File: src/rtl/sap_pkg.sv
// sap_pkg: shared widths, control-word bit positions and opcodes for the SAP datapath
package sap_pkg;
  localparam int BUS_W  = 8;
  localparam int ADDR_W = 4;
  localparam int CW_W   = 15;
  localparam int OP_W   = 4;
  localparam int HLT_B = 14;
  localparam int MI_B  = 13;
  localparam int RI_B  = 12;
  localparam int RO_B  = 11;
  localparam int IO_B  = 10;
  localparam int II_B  = 9;
  localparam int AI_B  = 8;
  localparam int AO_B  = 7;
  localparam int SO_B  = 6;
  localparam int SU_B  = 5;
  localparam int BI_B  = 4;
  localparam int OI_B  = 3;
  localparam int CE_B  = 2;
  localparam int CO_B  = 1;
  localparam int J_B   = 0;
  localparam logic [OP_W-1:0] OP_LDA = 4'd1;
  localparam logic [OP_W-1:0] OP_ADD = 4'd2;
  localparam logic [OP_W-1:0] OP_SUB = 4'd3;
  localparam logic [OP_W-1:0] OP_JMP = 4'd4;
  localparam logic [OP_W-1:0] OP_OUT = 4'd14;
  localparam logic [OP_W-1:0] OP_HLT = 4'd15;
endpackage

File: src/rtl/sap_ram16x8.sv
// sap_ram16x8: 16x8 RAM, async read, sync write with a program-load port taking over in load mode
module sap_ram16x8
  import sap_pkg::*;
(
  input  logic              clk,
  input  logic              we,
  input  logic [ADDR_W-1:0] addr,
  input  logic [BUS_W-1:0]  wdata,
  output logic [BUS_W-1:0]  q,
  input  logic              load_mode,
  input  logic              prog_we,
  input  logic [ADDR_W-1:0] prog_addr,
  input  logic [BUS_W-1:0]  prog_data
);
  logic [BUS_W-1:0] mem [2**ADDR_W];
  logic [ADDR_W-1:0] wa;
  logic [BUS_W-1:0] wd;
  logic wen;
  assign wen = load_mode ? prog_we : we;
  assign wa = load_mode ? prog_addr : addr;
  assign wd = load_mode ? prog_data : wdata;
  assign q = mem[addr];
  // write port: front-panel data while loading, bus data otherwise
  always_ff @(posedge clk)
    if (wen) mem[wa] <= wd;
endmodule

File: src/rtl/sap_datapath.sv
// sap_datapath: shared-bus 8-bit SAP datapath driven by a 15-bit control word
module sap_datapath
  import sap_pkg::*;
(
  input  logic              clk,
  input  logic              rst,
  input  logic [CW_W-1:0]   ctrl_wrd,
  input  logic              load_mode,
  input  logic              prog_we,
  input  logic [ADDR_W-1:0] prog_addr,
  input  logic [BUS_W-1:0]  prog_data,
  output logic [OP_W-1:0]   opcode,
  output logic              run_en,
  output logic [BUS_W-1:0]  out_data,
  output logic              out_strobe,
  output logic              carry_flag,
  output logic              zero_flag,
  output logic              bus_conflict,
  output logic              halted
);
  logic [ADDR_W-1:0] pc, mar;
  logic [BUS_W-1:0] ir, a, b, bus, ram_q;
  logic [BUS_W:0] sum;
  logic [CW_W-1:0] c;
  logic conflict;
  assign c = (load_mode | halted) ? '0 : ctrl_wrd;
  assign sum = {1'b0, a} + {1'b0, c[SU_B] ? ~b : b} + {{BUS_W{1'b0}}, c[SU_B]};
  assign conflict = $countones({c[RO_B], c[IO_B], c[AO_B], c[SO_B], c[CO_B]}) > 1;
  assign opcode = ir[7:4];
  assign run_en = ~halted & ~load_mode;
  // fixed-priority bus source select
  always_comb
    bus = c[RO_B] ? ram_q :
          c[IO_B] ? {4'h0, ir[3:0]} :
          c[AO_B] ? a :
          c[SO_B] ? sum[BUS_W-1:0] :
          c[CO_B] ? {4'h0, pc} : '0;
  sap_ram16x8 u_ram (
    .clk       (clk),
    .we        (c[RI_B]),
    .addr      (mar),
    .wdata     (bus),
    .q         (ram_q),
    .load_mode (load_mode),
    .prog_we   (prog_we),
    .prog_addr (prog_addr),
    .prog_data (prog_data)
  );
  // register file: load mode clears execution state, otherwise each set bit samples the bus
  always_ff @(posedge clk or posedge rst)
    if (rst) begin
      pc <= '0;
      mar <= '0;
      ir <= '0;
      a <= '0;
      b <= '0;
      out_data <= '0;
      out_strobe <= 1'b0;
      carry_flag <= 1'b0;
      zero_flag <= 1'b0;
      halted <= 1'b0;
      bus_conflict <= 1'b0;
    end else if (load_mode) begin
      pc <= '0;
      mar <= '0;
      ir <= '0;
      a <= '0;
      b <= '0;
      out_strobe <= 1'b0;
      carry_flag <= 1'b0;
      zero_flag <= 1'b0;
      halted <= 1'b0;
    end else begin
      if (c[MI_B]) mar <= bus[ADDR_W-1:0];
      if (c[II_B]) ir <= bus;
      if (c[AI_B]) a <= bus;
      if (c[BI_B]) b <= bus;
      if (c[OI_B]) out_data <= bus;
      pc <= c[J_B] ? bus[ADDR_W-1:0] : c[CE_B] ? pc + 1'b1 : pc;
      if (c[AI_B] && c[SO_B]) begin
        carry_flag <= sum[BUS_W];
        zero_flag <= (sum[BUS_W-1:0] == '0);
      end
      out_strobe <= c[OI_B];
      if (c[HLT_B]) halted <= 1'b1;
      if (conflict) bus_conflict <= 1'b1;
    end
endmodule

File: config.mk
export PLATFORM = sky130hd
export DESIGN_NAME = sap_datapath
export DESIGN_NICKNAME = d
export VERILOG_FILES = /design/src/rtl/sap_pkg.sv /design/src/rtl/sap_ram16x8.sv /design/src/rtl/sap_datapath.sv
export SDC_FILE = /design/constraint.sdc
export NUM_CORES = 1
export LEC_CHECK = 0
export BUFFER_PORTS_ARGS = -buffer_cell sky130_fd_sc_hd__buf_2
export CAP_MARGIN = 20
export CORE_UTILIZATION = 49
export CTS_CLUSTER_SIZE = 8
export DETAILED_ROUTE_END_ITERATION = 10
export GPL_TIMING_DRIVEN = 0
export PLACE_DENSITY = 0.64
export SLEW_MARGIN = 30
export SYNTH_ARGS = -nofsm -noshare
export SYNTH_HDL_FRONTEND = slang
export SYNTH_SLANG_ARGS = --single-unit
File: constraint.sdc
create_clock -name clk -period 6.5 [get_ports clk]
set_input_delay 0.325 -clock clk [delete_from_list [all_inputs] [get_ports clk]]
set_output_delay 0.325 -clock clk [all_outputs]
set_load 0.01 [all_outputs]
==> summary.md, run 1 <==
| Metric | Value |
|---|---|
| Status | completed |
| Fin cells | 835 |
| Final Hold Fails | 0 |
| Vias in the first global route | 5,051 |
| ANT cells | 0 |
| RR Endpoint | u_ram.mem[13][3] |
| Synth area leader | edfxtp_1 |
| Post-DP HPWL | 12.8 mm |
| Initial antenna violation count | 0 |
| Vert. Die Dim | 128 um |
| WL/cell | 22.5 um |
| Setup CP Type | flop to flop |
| Clock skew | 8.41 ps |
| DRC | 0 |
| Seq/Total Area, Yosys | 63.7% |
| Sink Count | 173 |
| Mapped cell area | 7800 sq um |
| Fin Setup TNS | 0 ps |
| CP delay by family, top | simple AND/OR/NAND/NOR gates |
| RSZ-0062 raised after global routing | no |
| Crit path largest cell delay | 530 ps |
| CP max stage cell | a22oi_2 |
| Ys Warns | 0 |
| Area occupied by multi-input gates | 2630 sq um |
| Leakage | 3.28 nW |
| CP startpoint kind | flop |
| Port bufs | 47 |
| Synth Area per Inst | 14.4 sq um |
| Gpl congestion | 0.924 |
| Number of flops mapped to enable cells by yosys | 128 |
| ANT nets after route | 0 |
| Fin worst setup slack | 1710 ps |
| Vias per Instance | 6.03 |
| Slew @ Worst Pin | 950 ps |
| FILL cells | 1,219 |
| Synth-to-layout area growth | 14.4% |
| H-Tree Depth | 4 |
| Die footprint | 16,400 sq um |
| Setup slack, reg-to-reg | 1710 ps |
| FF-to-FF path depth | 13 |
| Synth Register Bits | 173 |
| Syn_nets | 586 |
| Worst setup EP type | flop |
| Root Buffer | clkbuf_16 |
| Max-slew headroom | 35.8% |
| CTS buffer count | 17 |
| Worst hold path class | primary input to flop |
| Worst-path clk slew | 70 ps |
| Via count | 5,034 |
| Dominant cell type by count on the critical path | clkbuf_1 |
| DR WL met2 | 9.34 mm |
| CTS tree | yes |
| Detailed Route WL | 18.8 mm |
| Initial DRC count | 560 |
| Setup violations, final | 0 |
| DP Cell Count | 802 |
| Final #Nets | 654 |
| Wl on met1 | 7.92 mm |
| Crit path DAT | 4830 ps |
| Highest metal used | met4 |
| Hold path cells | 3 |
| Async SR Flop Fraction | 26.0% |
| Top FF cell, synth | edfxtp_1 |
| Layout cells sized above 1 | 23.4% |
| DR WL met3 | 1.09 mm |
| Synth Instances | 543 |
| Largest net degree at the start of global routing | 31 |
| I/O pin count | 49 |
| Share of the synthesized area in the top cell type | 49.3% |
| Worst r2r src | halted |
| Core Box Area | 15,400 sq um |
| Power Density | 281 nW/um^2 |
| Dpl ws | 1780 ps |
| GRT Resource Usage Total | 24.6% |
| # Max-Cap Violations | 0 |
| Clock Path Buffers | 2 |
| Crit Path Max Fanout | 16 |
| Fin crit share | 73.7% |
| Main area contributors after synthesis | edfxtp_1, dfrtp_1, mux4_2 |
| Final min period | 4790 ps |
| Worst Hold End | halted |
| Die W | 128 um |
| Critical Path, Cell by Cell | buf_4 -> nor2_2 -> clkbuf_1 -> and2_1 -> clkbuf_1 -> xor2_1 -> ha_1 -> nor2b_1 -> a41o_1 -> nor3_1 -> o31ai_1 -> a22oi_2 -> nand2_1 |
| VDD IR-drop max | 243 uV |
| Clk_lat worst skew | 430 ps |
| FF/Latch Area | 4970 sq um |
| First-pass GRT wire length | 28.8 mm |
| Remaining global-route overflow | 0 |
| # rows | 45 |
| Max frequency | 0.209 GHz |
| Worst Path Required | 6540 ps |
| Hold Crit Start | ctrl_wrd[14] |
| Worst path bufs/invs | 3 |
| DRT Pass-1 Iters | 5 |
| Netlist cell types | 58 |
| Max-slew violations | 0 |
| Initial Util | 50.8% |
-- synth_stat cells, drive strengths merged (4+ instances only) --
master,n
edfxtp,128
nand2,51
dfrtp,45
o21ai,44
nor2,36
mux4,35
nand3b,30
clkbuf,18
buf,16
a21oi,15
inv,12
ha,10
nor2b,9
mux2,8
xor2,8
nand2b,5
nand3,5
a22oi,4
a31oi,4
mux2i,4
nor3,4
nor3b,4
xnor2,4
-- worst max path at each step --
stage / start / end / cells after the start / slack [ps]
floorplan: halted / u_ram.mem[0][4] / 13 / 2500
global placement: halted / u_ram.mem[14][4] / 13 / 1500
detailed placement: halted / u_ram.mem[14][3] / 13 / 1780
CTS: halted / u_ram.mem[9][4] / 13 / 1760
global route: halted / u_ram.mem[1][5] / 13 / 1480
finish: halted / u_ram.mem[13][3] / 13 / 1710
-- power by group --
part,leakage (nW),total (mW),internal (mW),switching (mW)
sequential,1.77,1.25,1.23,0.0166
combinational,1.23,0.262,0.0984,0.164
clock,0.278,1.00,0.543,0.459
total,3.28,2.51,1.87,0.639
-- worst reg2reg max path, cell delays in order, from the launching register on --
cell and delay, ps:
dfrtp_1 370, buf_4 180, nor2_2 290, clkbuf_1 470, and2_1 200, clkbuf_1 390, xor2_1 300, ha_1 290
nor2b_1 130, a41o_1 290, nor3_1 320, o31ai_1 150, a22oi_2 530, nand2_1 480
-- cells by family (layout without fill, tap and decap cells) --
kind of cell	count (synthesis)	after routing	synth area share, %
simple gates	157	157	10.3
flops	173	173	63.7
compound gates	96	96	7.89
buf+inv	46	127	2.87
fa+ha+maj	12	12	2.12
xor+xnor	12	12	1.35
mux	47	47	11.8
-- repair_timing --
| action | CTS | global route |
|---|---|---|
| setup buffers | 0 | 0 |
| gates resized for setup | 0 | 0 |
| hold buffers | 1 | 0 |
| hold endpoints to repair | 15 | 0 |
-- stage by stage --
stage	cell area, sq um	total power [mW]	utilization, %	hold slack, ps
2_1_floorplan	7800	1.43	-	455
3_3_place_gp	8300	1.52	54.0	460
3_5_place_dp	8330	1.53	54.2	325
4_1_cts	8910	2.52	58.0	108
5_1_grt	8920	2.60	58.1	113
6_report	8920	2.51	58.1	120
-- layout make-up --
| class | instances | area share (%) |
|---|---|---|
| clock inverter | 14 | 1.64 |
| sequential | 173 | 55.7 |
| multi-input combinational | 324 | 29.4 |
| tap | 211 | 2.96 |
| buffer | 34 | 2.01 |
| timing repair buffer | 49 | 2.97 |
| inverter | 12 | 0.505 |
| clock buffer | 18 | 4.81 |
-- registers in the layout (all words and copies together), names as in the netlist --
register and count:
mar 4, out_strobe 1, bus_conflict 1, u_ram.mem 128
carry_flag 1, zero_flag 1, pc 4, a 8
out_data 8, b 8, halted 1, ir 8
-- per-layer routing --
layer,up-vias,global-route usage [%]
met5,-,0
met3,37,4.55
li1,2215,-
met4,0,8.93
met2,226,41.8
met1,2556,31.7
-- placed cells by master (no fill, tap or decap), drive strengths merged, types with 5 or more instances in the layout --
cell type / count
dfrtp: 45
mux4: 35
nand3: 5
nor2: 36
buf: 64
nand2: 51
inv: 21
o21ai: 44
edfxtp: 128
mux2: 8
nor2b: 9
ha: 10
clkbuf: 36
nand3b: 30
xor2: 8
nand2b: 5
a21oi: 15
Power figures use the tool's default switching activity.
==> run 2: changes to the inputs <==
--- a/config.mk
+++ b/config.mk
@@ -11,7 +11,7 @@
 export CTS_CLUSTER_SIZE = 8
 export DETAILED_ROUTE_END_ITERATION = 10
 export GPL_TIMING_DRIVEN = 0
-export PLACE_DENSITY = 0.64
+export PLACE_DENSITY = 0.66
 export SLEW_MARGIN = 30
 export SYNTH_ARGS = -nofsm -noshare
 export SYNTH_HDL_FRONTEND = slang
==> constraint.sdc (replaced) <==
create_clock -name clk -period 4.05 [get_ports clk]
set_input_delay 0.2025 -clock clk [delete_from_list [all_inputs] [get_ports clk]]
set_output_delay 0.2025 -clock clk [all_outputs]
set_load 0.01 [all_outputs]
==> run 2 against run 1 <==
Worst hold slack improved by 11 ps; worst setup slack got worse by 1500 ps; core utilization rose by 0.19 points; critical path depth fell by 1; maximum frequency rose by 25%; critical path type unchanged; largest cell class unchanged; largest power group unchanged; highest routed layer unchanged.
==> summary.md, run 2 (synthesis gave the netlist of run 1 again) <==
| Metric | Value |
|---|---|
| Power Density | 440 nW/um^2 (+56%) |
| Clock Path Buffers | 2 (unchanged) |
| Commonest non-fill, non-tap cell in the layout | edfxtp_1 |
| Max-slew headroom | 36.0% (+0.17 points) |
| Hold path cells | 3 (unchanged) |
| Util after Layout | 58.2% (+0.19 points) |
| Hold Crit Start | ctrl_wrd[2] |
| RSZ-0062 raised after global routing | no |
| CTS tree | yes |
| Final Hold Fails | 0 (unchanged) |
| CTS buffer count | 17 (unchanged) |
| Critical path origin | halted |
| Worst r2r src | halted |
| Critical Path, Cell by Cell | buf_4 -> nor2_4 -> clkbuf_4 -> and2_2 -> xor2_1 -> fa_1 -> nand2_1 -> a311oi_1 -> a211oi_1 -> nor2_1 -> nand2_1 -> nand2_1 |
| Initial DRC count | 589 (+5.2%) |
| Number of flip-flops under the largest register name | 128 (unchanged) |
| WL/cell | 22.0 um (-2.2%) |
| Initial antenna violation count | 0 (unchanged) |
| Worst hold slack | 132 ps (+11.4 ps) |
| Core Box Area | 15,400 sq um (unchanged) |
| RR Endpoint | u_ram.mem[12][1] |
| DRC | 0 (unchanged) |
| Fin crit share | 94.3% (+21 points) |
| Root Buffer | clkbuf_16 |
| Vert. Die Dim | 128 um (unchanged) |
| ANT cells | 0 (unchanged) |
| Most frequent cells in the layout | edfxtp_1, buf_2, nand2_1, dfrtp_1, mux4_2 |
| Worst hold path class | primary input to flop |
| Worst-path clk slew | 70 ps (about the same) |
| Vias per Instance | 6.00 (-0.56%) |
| Clk network pwr share | 38.4% (-1.5 points) |
| Final min period | 3820 ps (-971 ps) |
| Crit path largest cell delay | 500 ps (-30 ps) |
| Remaining global-route overflow | 0 (unchanged) |
| Gpl congestion | 0.919 (-0.50%) |
| Clock skew | 8.53 ps (+0.120 ps) |
| Sink Count | 173 (unchanged) |
| Setup violations, final | 0 (unchanged) |
| Die footprint | 16,400 sq um (unchanged) |
| Worst Path Required | 4100 ps (-2440 ps) |
| Layout cells sized above 1 | 24.9% (+1.5 points) |
| First-pass GRT wire length | 28.3 mm (-1.7%) |
| Largest net degree at the start of global routing | 28 (-9.7%) |
| Initial Util | 50.8% (unchanged) |
| # Max-Cap Violations | 0 (unchanged) |
| FF-to-FF path depth | 12 (-1) |
| Status | completed |
| Synth-to-layout area growth | 14.7% |
| DRT Pass-1 Iters | 5 (unchanged) |
| CP delay by family, top | simple AND/OR/NAND/NOR gates |
| Setup slack, reg-to-reg | 230 ps (-1480 ps) |
| NetSw | 1.00 mW (+56%) |
| CP max stage cell | fa_1 |
| Via count | 5,018 (-0.32%) |
| Crit Path Max Fanout | 16 (unchanged) |
| Slew @ Worst Pin | 957 ps (+7.33 ps) |
| Vias in the first global route | 4,991 (-1.2%) |
| Final #Nets | 656 (+0.31%) |
| Leakage | 3.29 nW (+0.36%) |
| GRT Resource Usage Total | 24.1% (-0.48 points) |
| Worst setup EP type | flop |
| Clk_lat worst skew | 430 ps (about the same) |
| Detailed Route WL | 18.4 mm (-2.0%) |
| Worst path bufs/invs | 2 (-1) |
| Worst Hold End | pc[2] |
| CP startpoint kind | flop |
| I/O pin count | 49 (unchanged) |
| # rows | 45 (unchanged) |
| Max frequency | 0.262 GHz (+25%) |
| Dominant cell type by count on the critical path | nand2_1 |
| Setup CP Type | flop to flop |
| Seq pwr share | 50.8% (+1.2 points) |
| VDD IR-drop max | 345 uV (+42%) |
| Crit path DAT | 3870 ps (-960 ps) |
| Top reg by flops | u_ram.mem |
| Port bufs | 47 (unchanged) |
| Post-DP HPWL | 12.7 mm (-1.1%) |
| ANT nets after route | 0 (unchanged) |
| Fin Setup TNS | 0 ps (unchanged) |
| Int Pwr | 2.94 mW (+57%) |
| H-Tree Depth | 4 (unchanged) |
| Crit path depth | 12 (-1) |
| Max-slew violations | 0 (unchanged) |
| Die W | 128 um (unchanged) |
| Comb power frac | 10.8% (+0.4 points) |
| Switching share of total power | 25.4% (-0.072 points) |
-- run 2: layout make-up --
| class | instances | area (sq um) |
|---|---|---|
| well taps | 211 | 264 |
| clock inverters | 13 | 108 |
| multi-input cells | 324 | 2660 |
| inverters | 12 | 45.0 |
| repair buffers | 52 | 290 |
| clock buffers | 19 | 433 |
| plain buffers | 33 | 179 |
| flip-flops and latches | 173 | 4970 |
| fillers | 1224 | 6420 |
-- run 2: metal layers --
metal,routed length (um),part of all wire [%],track usage (%),up-vias
met5,0,0,0,-
met1,7720,42,31.6,2543
li1,-,-,-,2222
met4,311,1.7,8.79,0
met3,1200,6.5,4.76,30
met2,9170,50,40.1,223
-- run 2: worst reg2reg max path: stages, from the launching register on --
cell      delay, ps
dfrtp_1         370
buf_4           200
nor2_4          190
clkbuf_4        270
and2_2          300
xor2_1          290
fa_1            500
nand2_1          90
a311oi_1        120
a211oi_1        360
nor2_1           70
nand2_1         290
nand2_1         390
-- run 2: power groups by stage --
stage	logic [mW]	registers, mW	clock network (mW)
final	0.427	2.00	1.51
after global routing	0.461	2.00	1.61
after CTS	0.421	2.00	1.54
after detailed placement	0.412	2.04	0
after global placement	0.399	2.04	0
after floorplan	0.268	2.03	0
-- run 2: worst max path at each step --
stage                            end  slack (ps)
floorplan            u_ram.mem[0][4]          50
global placement    u_ram.mem[14][4]        -910
detailed placement  u_ram.mem[10][5]        -670
CTS                 u_ram.mem[13][7]           5
global route        u_ram.mem[15][1]          60
finish              u_ram.mem[12][1]         230
-- run 2: through the flow --
stage / power, mW / instance area [sq um] / setup slack, ps / instances
final: 3.94 / 8950 / 230 / 837
after global routing: 4.07 / 8950 / 57.2 / 837
after CTS: 3.96 / 8910 / 4.68 / 836
after detailed placement: 2.45 / 8330 / -674 / 802
after global placement: 2.43 / 8300 / -907 / 801
after floorplan: 2.30 / 7800 / 47.1 / 543
-- run 2: what timing repair did --
| action | CTS | global route |
|---|---|---|
| setup endpoints to repair | 123 | 96 |
| setup buffers | 1 | 1 |
| hold buffers | 2 | 0 |
| hold endpoints to repair | 19 | 0 |
| gates resized for setup | 6 | 8 |
| pin swaps | 2 | 1 |
